File: config.mk
export PLATFORM = sky130hd
export DESIGN_NAME = mem_preload_arbiter
export DESIGN_NICKNAME = d
export VERILOG_FILES = /design/src/rtl/mem_preload_pkg.sv /design/src/rtl/mem_preload_arbiter.sv
export SDC_FILE = /design/constraint.sdc
export NUM_CORES = 1
export LEC_CHECK = 0
export CAP_MARGIN = 25
export CORE_AREA = 2 2 183 185
export CTS_BUF_LIST = sky130_fd_sc_hd__clkbuf_4
export DETAILED_ROUTE_END_ITERATION = 6
export DIE_AREA = 0 0 185 187
export DONT_BUFFER_PORTS = 1
export PLACE_DENSITY = 0.3
export SLEW_MARGIN = 0
export SYNTH_ARGS = -nofsm -noshare
export SYNTH_HDL_FRONTEND = slang
export SYNTH_SLANG_ARGS = --single-unit
export TNS_END_PERCENT = 5
File: constraint.sdc
create_clock -name clock -period 2.8 [get_ports clock]
set_input_delay 0.56 -clock clock [delete_from_list [all_inputs] [get_ports clock]]
set_output_delay 0.56 -clock clock [all_outputs]
set_load 0.005 [all_outputs]
File: src/rtl/mem_preload_pkg.sv
// Shared types for the main-memory preload arbiter: FSM state encoding and
// bit positions inside the sticky error vector.
package mem_preload_pkg;

  typedef enum logic [1:0] {
    ST_IDLE = 2'd0,
    ST_LOAD = 2'd1,
    ST_RUN  = 2'd2
  } state_e;

  localparam int ERR_W    = 3;
  localparam int ERR_OOB  = 0;
  localparam int ERR_LATE = 1;
  localparam int ERR_TMO  = 2;

endpackage

File: src/rtl/mem_preload_arbiter.sv
// Arbitrates the single main-memory port: the testfile loader owns it after reset
// until the image is written (or aborted), then the DUT owns it until the next reset.
module mem_preload_arbiter
  import mem_preload_pkg::*;
#(
  parameter int              ADDR_W       = 32,
  parameter int              DATA_W       = 64,
  parameter longint unsigned MEM_WORDS    = 64'd1 << 20,
  parameter int              LOAD_TIMEOUT = 4096,
  parameter int              CNT_W        = 32
) (
  input  logic              clock,
  input  logic              reset_n,
  input  logic              load_en,
  input  logic              ld_valid,
  output logic              ld_ready,
  input  logic [ADDR_W-1:0] ld_addr,
  input  logic [DATA_W-1:0] ld_data,
  input  logic              ld_last,
  input  logic              dut_valid,
  output logic              dut_ready,
  input  logic              dut_we,
  input  logic [ADDR_W-1:0] dut_addr,
  input  logic [DATA_W-1:0] dut_wdata,
  output logic [DATA_W-1:0] dut_rdata,
  output logic              mem_valid,
  input  logic              mem_ready,
  output logic              mem_we,
  output logic [ADDR_W-1:0] mem_addr,
  output logic [DATA_W-1:0] mem_wdata,
  input  logic [DATA_W-1:0] mem_rdata,
  output logic              load_done,
  output logic [CNT_W-1:0]  words_loaded,
  output logic [ERR_W-1:0]  err
);

  localparam int TMO_W = (LOAD_TIMEOUT > 1) ? $clog2(LOAD_TIMEOUT + 1) : 1;

  state_e             state_q, state_d;
  logic [TMO_W-1:0]   idle_cnt_q, idle_cnt_d;
  logic [CNT_W-1:0]   words_loaded_q, words_loaded_d;
  logic [ERR_W-1:0]   err_q, err_d;
  logic               load_done_q, load_done_d;
  logic               in_range;
  logic               ld_accept;

  always_comb begin
    state_d        = state_q;
    idle_cnt_d     = idle_cnt_q;
    words_loaded_d = words_loaded_q;
    err_d          = err_q;
    ld_ready       = 1'b0;
    dut_ready      = 1'b0;
    mem_valid      = 1'b0;
    mem_we         = 1'b0;
    mem_addr       = '0;
    mem_wdata      = '0;
    ld_accept      = 1'b0;
    in_range       = 64'(ld_addr) < MEM_WORDS;

    case (state_q)
      ST_IDLE: begin
        state_d = load_en ? ST_LOAD : ST_RUN;
      end
      ST_LOAD: begin
        mem_we    = 1'b1;
        mem_addr  = ld_addr;
        mem_wdata = ld_data;
        // Out-of-range beats are swallowed so a bad image cannot stall the loader.
        if (in_range) begin
          mem_valid = ld_valid;
          ld_ready  = mem_ready;
        end else begin
          ld_ready  = 1'b1;
        end
        ld_accept = ld_valid && ld_ready;
        if (ld_accept) begin
          idle_cnt_d = '0;
          if (!in_range) begin
            err_d[ERR_OOB] = 1'b1;
          end else if (words_loaded_q != '1) begin
            words_loaded_d = words_loaded_q + 1'b1;
          end
          if (ld_last) begin
            state_d = ST_RUN;
          end
        end else if (LOAD_TIMEOUT != 0) begin
          idle_cnt_d = idle_cnt_q + 1'b1;
          if (idle_cnt_d == TMO_W'(LOAD_TIMEOUT)) begin
            err_d[ERR_TMO] = 1'b1;
            state_d        = ST_RUN;
          end
        end
      end
      ST_RUN: begin
        mem_valid = dut_valid;
        dut_ready = mem_ready;
        mem_we    = dut_we;
        mem_addr  = dut_addr;
        mem_wdata = dut_wdata;
        if (ld_valid) begin
          err_d[ERR_LATE] = 1'b1;
        end
      end
      default: begin
        state_d = ST_IDLE;
      end
    endcase

    load_done_d = (state_d == ST_RUN);
  end

  always_ff @(posedge clock or negedge reset_n) begin
    if (!reset_n) begin
      state_q        <= ST_IDLE;
      idle_cnt_q     <= '0;
      words_loaded_q <= '0;
      err_q          <= '0;
      load_done_q    <= 1'b0;
    end else begin
      state_q        <= state_d;
      idle_cnt_q     <= idle_cnt_d;
      words_loaded_q <= words_loaded_d;
      err_q          <= err_d;
      load_done_q    <= load_done_d;
    end
  end

  assign dut_rdata    = mem_rdata;
  assign load_done    = load_done_q;
  assign words_loaded = words_loaded_q;
  assign err          = err_q;

endmodule

* After elaboration in Yosys (flattened, before gate mapping)
Cells that the tools add are included.
** Cells by class
- $add $sub $neg :: 2
- Order comparisons :: 1
- Equal/unequal tests :: 5
- Multiplexer cells :: 15
- Bitwise logic cells :: 2
- Reduce and logical (&&, ||, !) cells :: 6
** Operator list (number)
- one-hot mux 64 bit (2 select lines) :: 1
- one-hot mux 32 bit (2 select lines) :: 1
- adder 32 x 1 -> 32 bit, second input constant :: 1
- < comparator 32 x 21 -> 1 bit, second input constant :: 1
- != test 32 bit, second input constant :: 1
- adder 13 x 1 -> 13 bit, second input constant :: 1
- equality test 13 bit, second input constant :: 1
- two-way mux 13 bit :: 1
- two-way mux 2 bit :: 4
- one-hot mux 2 bit (3 select lines) :: 1
- AND reduction 3 bit :: 2
- two-way mux 1 bit :: 5
- equality test 2 bit, second input constant :: 2
- one-hot mux 1 bit (2 select lines) :: 2
- AND reduction 4 bit :: 1
- equality test 2 x 1 -> 1 bit, second input constant :: 1
- zero test 2 bit :: 1
- NOT 1 bit :: 2
- AND reduction 2 bit :: 1
- logical AND 1 bit :: 1
** Word-level totals
- Register bits after elaboration :: 51
- Input bits :: 264
- Output and inout port bits :: 200

* Depth between registers and ports, before layout
Gate-level depths: netlist of the first run.
- Depth in word-level cells :: 7
- Depth in mapped cells :: 7
- Depth with buffers taken out :: 7

* Worst setup path before layout of the first run
Ideal clock, no wire load.
- Path kind :: register to output
- Start point :: reg state_q[0]
- End point :: out mem_valid
- Arrival time :: 1.509 ns
- Data required time :: 2.240 ns
- Path slack :: 0.731 ns
- Stages on the path, launching flop included :: 8
- Path buffers :: 2
- Cells stage by stage :: dfrtp_1 -> inv_1 -> ha_1 -> clkbuf_1 -> clkbuf_1 -> nand2_1 -> o31ai_1 -> and2_1
** On the way
- Cells in the longest elaborated chain, start to end :: 2
- Elaborated cells between the ends (all ways) :: 3
- Those cells by class :: eq/ne: 2; mux: 1
** RTL lines
- start: declaration :: line mem_preload_arbiter.sv:39 : state_e state_q, state_d;
- start signal: assignment :: line mem_preload_arbiter.sv:121 : state_q <= state_d;
- equality test 2 bit or equality test 2 x 1 -> 1 bit (tied branches) :: line mem_preload_arbiter.sv:61 : case (state_q)
- one-hot mux 1 bit (2 select lines) (*) :: line mem_preload_arbiter.sv:61
- end: declaration :: line mem_preload_arbiter.sv:26 : output logic mem_valid,
Every way passes the cells marked *; elsewhere a longest branch is shown, timed or not.

* Final worst setup path of the first run
- Start point :: reg state_q[0]
- End point :: out mem_addr[15]
** On the way
- Cells in the longest elaborated chain, start to end :: 2
- Elaborated cells between the ends (all ways) :: 3
- Those cells by class :: eq/ne: 2; mux: 1
** RTL lines
- equality test 2 bit or equality test 2 x 1 -> 1 bit (tied branches) :: line mem_preload_arbiter.sv:61
- one-hot mux 32 bit (2 select lines) (*) :: line mem_preload_arbiter.sv:61
- end: declaration :: line mem_preload_arbiter.sv:29 : output logic [ADDR_W-1:0] mem_addr,
Marks and branches as above.

==> impl_results.md, run 1 <==
- CP max stage cell: dfrtp_1
- Syn Area/Cell: 8.21 sq um
- CTS sink count: 51
- Initial antenna violation count: 5
- Row count: 67
- Remaining global-route overflow: 0
- Predominant post-synthesis flop cell: dfrtp_1
- Post-Synth Simple-Gate Area: 29.2%
- Worst hold stages: 1
- Num ports: 464
- Post-synthesis mux area share: 1.08%
- Worst Reg2Reg Path Length in Cells: 7
- Port bufs: 0
- #FFs+latches synth: 51
- Final hold vios: 0
- Final setup TNS: 0 ns
- Max Used Layer: met5
- Cells after Synth: 581
- Max Clock Skew: 0.0186 ns
- Power, Total: 3.90 mW
- Initial core utilization: 14.5%
- Avg WL per Cell: 24.4 um
- Status: complete, no violations
- Crit path cell chain: inv_1 > ha_4 > buf_12 > a22oi_1 > nor2b_1 > buf_4
- Iteration-0 DRC Markers: 286
- First-pass GRT wire length: 32.1 mm
- Clk_lat worst skew: 0.39 ns
- Fin cells: 962
- WL met2: 11.1 mm
- RR Endpoint: words_loaded[10]$_DFFE_PN0P_
- Core region area: 32900 sq um
- Largest net degree at the start of global routing: 70
- Final worst-path cycle share: 95.2%
- Largest vdd supply drop: 0.266 mV
- Pleak: 1.79 nW
- Die height: 187 um
- Synth Area in XOR/XNOR: 6.06%
- DIE AREA: 34600 sq um
- Reg area: 1280 sq um
- Worst Hold Launch: ld_valid
- CP startpoint kind: register
- Design area: 5050 sq um
- Required @ worst endpoint: 2.24 ns
- Setup CP Type: reg2out
- H-tree Lvls: 2
- Crit. End Element: output port
- Slew margin rel.: 57.1%
- FMAX: 375 MHz
- Number of synthesized flops with an enable pin: 0
- Overall track demand over capacity in global routing: 12.8%
- DRT Wirelength: 23.4 mm
- Die width: 185 um
- Clk buf depth: 2
- # setup viols final: 0
- DPL Wire Length: 19.6 mm
- Multi-input logic area: 2860 sq um
- Critical Path AT: 2.11 ns
- Final Core Density: 15.4%
- Wl on met1: 9.29 mm
- Setup slack, reg-to-reg: 0.46 ns
- Fin. max-slew vios: 0
- Via count: 4283
- Reg-to-reg startpoint: state_q[1]$_DFF_PN0_
- GPL Wtd Cong: 0.877
- Main combinational cell family by area after synthesis: simple AND/OR/NAND/NOR gates
- Worst slew pin tran: 0.640 ns
- Post-Synthesis Cell Area: 4770 sq um
- Synthesized net count: 851
- Clk slew on worst S/H paths: 0.16 ns
- Unrepaired setup endpoints after global routing: false
- Asr flop ratio synth: 100%
- Inst Count DP: 946
- Fillers: 3803
- Layout Nets: 780
- Synth Area in Adders: 1.57%
- TritonCTS clock tree: done
- # DRC: 0
- Compound-Gate Fraction of Synth Area: 21.3%
- Post-DRT Antenna Nets: 0
- Max cap viols: 0
- Worst Path Max Fanout: 36
- Yosys cell types: 48
- Layout area overhead: 5.90%
- Vias in the first global route: 4171
- Hold worst-path end: err[1]$_DFFE_PN0P_
- Layout cell share with drive strength beyond 1: 9.59%
- Via-per-instance ratio: 4.45
- Min Tclk post-route: 2.67 ns
- Routed wl met3: 2.34 mm
- Yosys Warn Count: 0
- TritonCTS Buffers: 5
- Register area share after synthesis: 26.8%
- Power Density: 771 nW/um^2
- Critical Path Max Stage Delay: 0.49 ns
- Drt first pass iters: 5
- HP Class: in2reg
- Root buffer cell: clkbuf_4
- Cell area after placement: 4910 sq um
[placed cells by master (no fill, tap or decap), types with 3 or more instances in the layout]
cell type	Yosys	routed
buf_4	64	18
nand2_1	36	36
a211oi_1	3	3
nor2_1	14	14
ha_1	6	3
nand3_1	17	17
xnor2_1	9	9
o2bb2ai_1	3	3
a22oi_1	96	95
mux2i_1	4	4
o31ai_1	4	4
xor2_1	24	24
and2_1	7	7
o21ai_0	16	16
dfrtp_1	51	51
nor4_1	7	7
a31oi_1	3	3
nor4_2	4	4
buf_6	0	4
diode_2	0	3
nor2b_1	98	97
clkbuf_4	0	6
and3_1	7	7
and4_1	9	9
nor3_1	12	12
nand4_1	6	6
inv_1	10	10
a21oi_1	4	4
[state kept, by name (all words and copies together), names as in the netlist]
signal	flops
load_done	1
err	3
words_loaded	32
idle_cnt_q	13
state_q	2
[layer usage]
layer  vias up  GRT usage (%)
li1       1889              -
met1      2111           15.5
met2       249           20.9
met3        30           4.73
met4         4           4.24
met5         -              0
[metrics by stage]
step           hold WS, ns  setup WS [ns]
2_1_floorplan        0.264          0.731
3_3_place_gp         0.266          0.162
3_5_place_dp         0.266          0.168
4_1_cts              0.258        0.00996
5_1_grt              0.258        0.00885
6_report             0.278          0.134
[critical path: cells and delay by family, from the launching register on]
kind            cells  cell delay [ns]
compound gates      1             0.34
fa+ha+maj           1             0.26
flops               1             0.49
buf+inv             3             0.49
simple gates        1             0.09
[kinds of logic (layout without fill, tap and decap cells)]
logic type | count (synthesis) | after routing
simple gates | 232 | 232
xor+xnor | 33 | 33
buf+inv | 114 | 44
fa+ha+maj | 6 | 6
mux | 5 | 5
flops | 51 | 51
compound gates | 140 | 140
other cells | 0 | 3
[cell type report]
class	instances	share of cell area, %
multi-input combinational	416	56.6
sequential	51	25.3
tap	448	11.1
timing repair buffer	26	5.10
clock buffer	6	0.892
inverter	10	0.743
clock inverter	2	0.149
antenna	3	0.149
[where the power goes]
group / switching (mW) / internal (mW)
Sequential: 0.0792 / 0.789
Clock: 0.260 / 0.104
Combinational: 1.62 / 1.05
Total: 1.96 / 1.94
[cell usage after synthesis, types with 2 or more instances]
cell | number | area (sq um)
a211oi_1 | 3 | 22.5
a21o_1 | 2 | 15.0
a21oi_1 | 4 | 20.0
a22oi_1 | 96 | 721
a31oi_1 | 3 | 18.8
and2_1 | 7 | 43.8
and3_1 | 7 | 43.8
and4_1 | 9 | 78.8
buf_4 | 64 | 480
clkbuf_1 | 39 | 146
dfrtp_1 | 51 | 1280
ha_1 | 6 | 75.1
inv_1 | 10 | 37.5
mux2i_1 | 4 | 40.0
nand2_1 | 36 | 135
nand2b_1 | 2 | 12.5
nand3_1 | 17 | 85.1
nand4_1 | 6 | 37.5
nand4_2 | 2 | 25.0
nor2_1 | 14 | 52.6
nor2b_1 | 98 | 613
nor3_1 | 12 | 60.1
nor3b_1 | 2 | 15.0
nor4_1 | 7 | 43.8
nor4_2 | 4 | 50.1
nor4b_1 | 2 | 17.5
o21ai_0 | 16 | 80.1
o2bb2ai_1 | 3 | 26.3
o31ai_1 | 4 | 30.0
or3_1 | 2 | 12.5
xnor2_1 | 9 | 78.8
xor2_1 | 24 | 210
[worst max path at each step]
stage	start	to	slack, ns	cells past startpoint
after detailed placement	ld_addr[28]	words_loaded[10]$_DFFE_PN0P_	0.17	6
after floorplan	state_q[0]$_DFF_PN0_	mem_valid	0.73	7
after global routing	state_q[0]$_DFF_PN0_	mem_addr[15]	0.009	6
final	state_q[0]$_DFF_PN0_	mem_addr[15]	0.13	6
after CTS	state_q[1]$_DFF_PN0_	mem_addr[15]	0.01	6
after global placement	ld_addr[28]	words_loaded[10]$_DFFE_PN0P_	0.16	6
[what timing repair did]
action / in CTS / in global routing
hold buffers: 2 / 0
pin swaps: 0 / 0
gates resized for setup: 1 / 4
setup buffers: 1 / 2
endpoints found under the setup margin: 9 / 15
hold endpoints to repair: 51 / 0
cloned: 0 / 0
Power figures use the tool's default switching activity.
==> run 2, diff against run 1 <==
--- a/config.mk
+++ b/config.mk
@@ -11,6 +11,7 @@
 export DETAILED_ROUTE_END_ITERATION = 6
 export DIE_AREA = 0 0 185 187
 export DONT_BUFFER_PORTS = 1
+export HOLD_SLACK_MARGIN = 0.12
 export PLACE_DENSITY = 0.3
 export SLEW_MARGIN = 0
 export SYNTH_ARGS = -nofsm -noshare
==> constraint.sdc (replaced) <==
create_clock -name clock -period 2.7 [get_ports clock]
set_input_delay 0.54 -clock clock [delete_from_list [all_inputs] [get_ports clock]]
set_output_delay 0.54 -clock clock [all_outputs]
set_load 0.005 [all_outputs]
==> impl_results.md, run 2 (same netlist as run 1, synthesis figures left out) <==
- Setup WS pre-CTS: 0.314 ns (+0.147 ns)
- Design area: 5170 sq um (+2.3%)
- # setup viols final: 0 (unchanged)
- Remaining global-route overflow: 0 (unchanged)
- Die width: 185 um (unchanged)
- CTS sink count: 51 (unchanged)
- Num ports: 464 (unchanged)
- Largest vdd supply drop: 0.330 mV (+24%)
- Worst slew pin tran: 0.614 ns (-0.0267 ns)
- Clk slew on worst S/H paths: 0.17 ns (about the same)
- Commonest non-fill, non-tap cell in the layout: nor2b_1
- Worst Path Max Fanout: 13 (-64%)
- Fin cells: 972 (+1.0%)
- Worst Setup Slack, final: 0.113 ns (-0.0212 ns)
- Layout Nets: 788 (+1.0%)
- CP startpoint kind: register
- Stages on worst setup path: 6 (unchanged)
- Setup slack, reg-to-reg: 0.18 ns (-0.28 ns)
- HP Class: in2reg
- Drt first pass iters: 5 (unchanged)
- First-pass GRT wire length: 31.5 mm (-2.0%)
- Critical Path Max Stage Delay: 0.49 ns (about the same)
- Slew margin rel.: 58.9% (+1.8 points)
- Iteration-0 DRC Markers: 291 (+1.7%)
- Post-DRT Antenna Nets: 0 (unchanged)
- Via-per-instance ratio: 4.42 (-0.73%)
- Initial antenna violation count: 5 (unchanged)
- CP delay by family, top: flip-flops
- GPL Wtd Cong: 0.880 (+0.34%)
- H-tree Lvls: 2 (unchanged)
- Worst Reg2Reg Path Length in Cells: 8 (+1)
- Unrepaired setup endpoints after global routing: false
- Core region area: 32900 sq um (unchanged)
- Final worst-path cycle share: 95.8%
- Clk buf depth: 2 (unchanged)
- Crit path buf inv count: 3 (unchanged)
- # DRC: 0 (unchanged)
- Layout area overhead: 8.37%
- Root buffer cell: clkbuf_4
- Max Clock Skew: 0.0358 ns (+0.0172 ns)
- Power Density: 833 nW/um^2 (+8.0%)
- Row count: 67 (unchanged)
- Crit. End Element: output port
- TritonCTS Buffers: 5 (unchanged)
- Most frequent cells in the layout: nor2b_1, a22oi_1, dfrtp_1
- Power, Total: 4.31 mW (+10%)
- Initial core utilization: 14.5% (unchanged)
- Worst hold stages: 1 (unchanged)
- Min Tclk post-route: 2.59 ns
- DPL Wire Length: 19.6 mm (+0.12%)
- Die height: 187 um (unchanged)
- DIE AREA: 34600 sq um (unchanged)
- Inst Count DP: 948 (+0.21%)
- Reg area: 1280 sq um (+0.20%)
- Layout cell share with drive strength beyond 1: 12.1% (+2.5 points)
- Crit path cell chain: inv_1 > ha_4 > buf_4 > buf_6 > a22oi_1 > nor2b_1
- Max cap viols: 0 (unchanged)
- DRT Wirelength: 23.9 mm (+2.0%)
- CP max stage cell: dfrtp_2
- Final setup TNS: 0 ns (unchanged)
- Cell area after placement: 4920 sq um (+0.31%)
- Final hold vios: 0 (unchanged)
- Via count: 4296 (+0.30%)
- Status: complete, no violations
- Fin. max-slew vios: 0 (unchanged)
- Largest net degree at the start of global routing: 99 (+41%)
- TritonCTS clock tree: done
- Vias in the first global route: 4092 (-1.9%)
- Fillers: 3764 (-1.0%)
- Required @ worst endpoint: 2.16 ns (-0.08 ns)
- Critical Path AT: 2.05 ns (-0.06 ns)
- Overall track demand over capacity in global routing: 12.6% (-0.17 points)
- Pleak: 1.85 nW (+3.0%)
- Final Core Density: 15.7% (+0.36 points)
- Multi-input logic area: 2870 sq um (+0.31%)
- FMAX: 387 MHz
- Max reg flops: 32 (unchanged)
- Avg WL per Cell: 24.6 um (+0.96%)
- Clk_lat worst skew: 0.40 ns (about the same)
- Final hold slack: 0.264 ns (-0.0137 ns)
- Setup CP Type: reg2out
- Port bufs: 0 (unchanged)
-- run 2: area by class of cell --
cell class	count	area share (%)
multi-input combinational	416	55.5
sequential	51	24.7
tap	448	10.8
timing repair buffer	34	6.71
clock buffer	5	0.726
inverter	10	0.726
clock inverter	3	0.533
antenna	5	0.242
-- run 2: worst paths after layout --
check	from	endpoint
min in group asynchronous	reset_n	words_loaded[23]$_DFFE_PN0P_
min	ld_valid	err[1]$_DFFE_PN0P_
max	state_q[0]$_DFF_PN0_	mem_wdata[61]
min reg2reg	err[1]$_DFFE_PN0P_	err[1]$_DFFE_PN0P_
max in group asynchronous	reset_n	state_q[0]$_DFF_PN0_
max reg2reg	state_q[1]$_DFF_PN0_	words_loaded[5]$_DFFE_PN0P_
-- run 2: report_power, final --
group          leakage (nW)  internal [mW]  total, mW  switching, mW
clock                0.0338          0.112      0.404          0.293
combinational          1.14           1.22       3.00           1.78
sequential            0.675          0.821      0.902         0.0816
-- run 2: metal layers --
layer	track usage [%]	vias up	share of wire [%]
li1	-	1900	-
met1	15.3	2100	39
met2	21.1	265	48
met3	4.11	27	9.7
met4	3.82	4	2.5
met5	0	-	0.11
-- run 2: worst reg2reg max path: cells and delay by family (launching register included) --
family                   cells  cell delay, ns
flip-flops                   1            0.48
buffers and inverters        2            0.35
AND/OR/NAND/NOR              4            1.18
XOR/XNOR                     1            0.19
adder cells (fa/ha/maj)      1            0.24
-- run 2: what timing repair did --
action,in CTS,in global routing
hold endpoints to repair,51,0
gates cloned,0,1
resized for setup,4,8
endpoints found under the setup margin,24,14
hold buffers,2,0
buffers inserted,1,7
pin swaps,0,0
==> variant, RTL diff (flow settings as in run 2) <==
Take the reset off `words_loaded_q` and load it in a clocked block of its own.
--- a/src/rtl/mem_preload_arbiter.sv
+++ b/src/rtl/mem_preload_arbiter.sv
@@ -114,16 +114,18 @@
     if (!reset_n) begin
       state_q        <= ST_IDLE;
       idle_cnt_q     <= '0;
-      words_loaded_q <= '0;
       err_q          <= '0;
       load_done_q    <= 1'b0;
     end else begin
       state_q        <= state_d;
       idle_cnt_q     <= idle_cnt_d;
-      words_loaded_q <= words_loaded_d;
       err_q          <= err_d;
       load_done_q    <= load_done_d;
     end
+  end
+
+  always_ff @(posedge clock) begin
+    words_loaded_q <= words_loaded_d;
   end
 
   assign dut_rdata    = mem_rdata;
Check against the original RTL: differs if reset_n is asserted again (counterexample within 4 cycles, from zero or initial values and one cycle with reset_n low); with reset_n held inactive, the same outputs for 4 cycles.
==> variant against run 2 <==
  * Setup slack got worse by 0.040 ns
  * Sequential share of layout area increased by 3.0 points
  * Sequential cell count unchanged
  * Highest routed layer unchanged
  * Final area increased by 0.39%
  * Routed wire length increased by 4.8%
  * Non-clock buffer count increased by 7
  * Synthesized area decreased by 1.0%
Power is not compared: it rests on default switching activity, and its combinational part moved more than twofold at a synthesized area within 25%.
==> variant: results (changes against run 2) <==
status = finished, final reports clean
crit path max fanout = 40 (+27)
DR WL met3 = 3738 um (+60%)
GR Util met1 = 14.26% (-1.1 points)
largest net degree at the start of global routing = 42 (-58%)
reg2reg setup slack = 0.30 ns (+0.12 ns)
nets@finish = 763 (-3.2%)
Synth cell types = 45 (-6.3%)
Crit path largest cell delay = 0.52 ns (+0.03 ns)
sequential-to-total area share from yosys stat = 30.42% (+3.7 points)
Place WS = 0.3104 ns (-0.003639 ns)
fraction of layout cells with a size suffix above 1 = 13.77% (+1.6 points)
GR Layer Usage met2 = 21.09% (-0.043 points)
Synth Area in Compound Gates = 21.28% (-0.050 points)
r2r startpoint = words_loaded[10]
CTS clk-pin slew, worst paths = 0.21 ns (+0.04 ns)
hold slack = 0.2058 ns (-0.05860 ns)
EDFF count, synth = 32 (+32)
main area contributors after synthesis = edfxtp_1, a22oi_1, nor2b_1
final worst slack = 0.07325 ns (-0.03988 ns)
multiplexer share of the synthesized area = 0.2120% (-0.86 points)
global-route wire length before repair = 31,740 um (+0.88%)
post-DP HPWL = 21,230 um (+8.4%)
Slew HR = 67.83% (+8.9 points)
most frequent cells after synthesis = nor2b_1, a22oi_1, buf_4, clkbuf_1, edfxtp_1
-- variant: cell types whose count changed in the layout (fill, tap and decap cells not counted), moves of 6 or more --
| cell | run 2 | this run |
|---|---|---|
| and4_1 | 9 | 3 |
| buf_4 | 23 | 32 |
| dfrtp_1 | 49 | 17 |
| edfxtp_1 | 0 | 32 |
| nand2_1 | 35 | 23 |
| nor3_1 | 12 | 5 |
| o21ai_0 | 16 | 8 |
| xnor2_1 | 9 | 20 |
| xor2_1 | 24 | 13 |
-- variant: layout make-up --
cell class	instances	area, um^2
Inverter	17	66.31
Tap cell	448	560.5
Fill cell	3756	27670
Multi-Input combinational cell	377	2651
Timing Repair Buffer	41	387.9
Clock buffer	5	37.54
Antenna cell	5	12.51
Sequential cell	51	1439
Clock inverter	3	33.78
-- variant: path summary, 6_finish.rpt --
check,to,cells after the start
setup / recovery,mem_wdata[40],5
hold / removal,err[0],2
setup reg to reg,words_loaded[23],6
hold reg to reg,idle_cnt_q[12],1
max in group asynchronous,idle_cnt_q[5],2
min in group asynchronous,err[0],1
-- variant: kinds of logic after synthesis --
kind of cell / after synthesis
AO/OA/AOI/OAI: 139
buffers and inverters: 124
adder cells (fa/ha/maj): 6
multiplexers: 1
AND/OR/NAND/NOR: 198
flip-flops: 51
XOR/XNOR: 33
-- variant: metrics by stage --
step                      power, mW  instance area (um^2)  std cells  utilization, %
after floorplan               1.026                  4737        552               -
after global placement        1.019                  4955        922           15.08
after detailed placement      1.018                  4955        922           15.08
after CTS                     1.482                  5115        937           15.57
after global routing          1.513                  5189        947           15.79
final                         1.448                  5189        947           15.79
-- variant: what timing repair did --
item                       CTS  global route
pin swaps                    1             0
resized for setup            7             5
setup endpoints to repair   92             4
buffers inserted             6             4
hold endpoints to repair    19             0
cloned                       0             0
hold buffers                 1             0
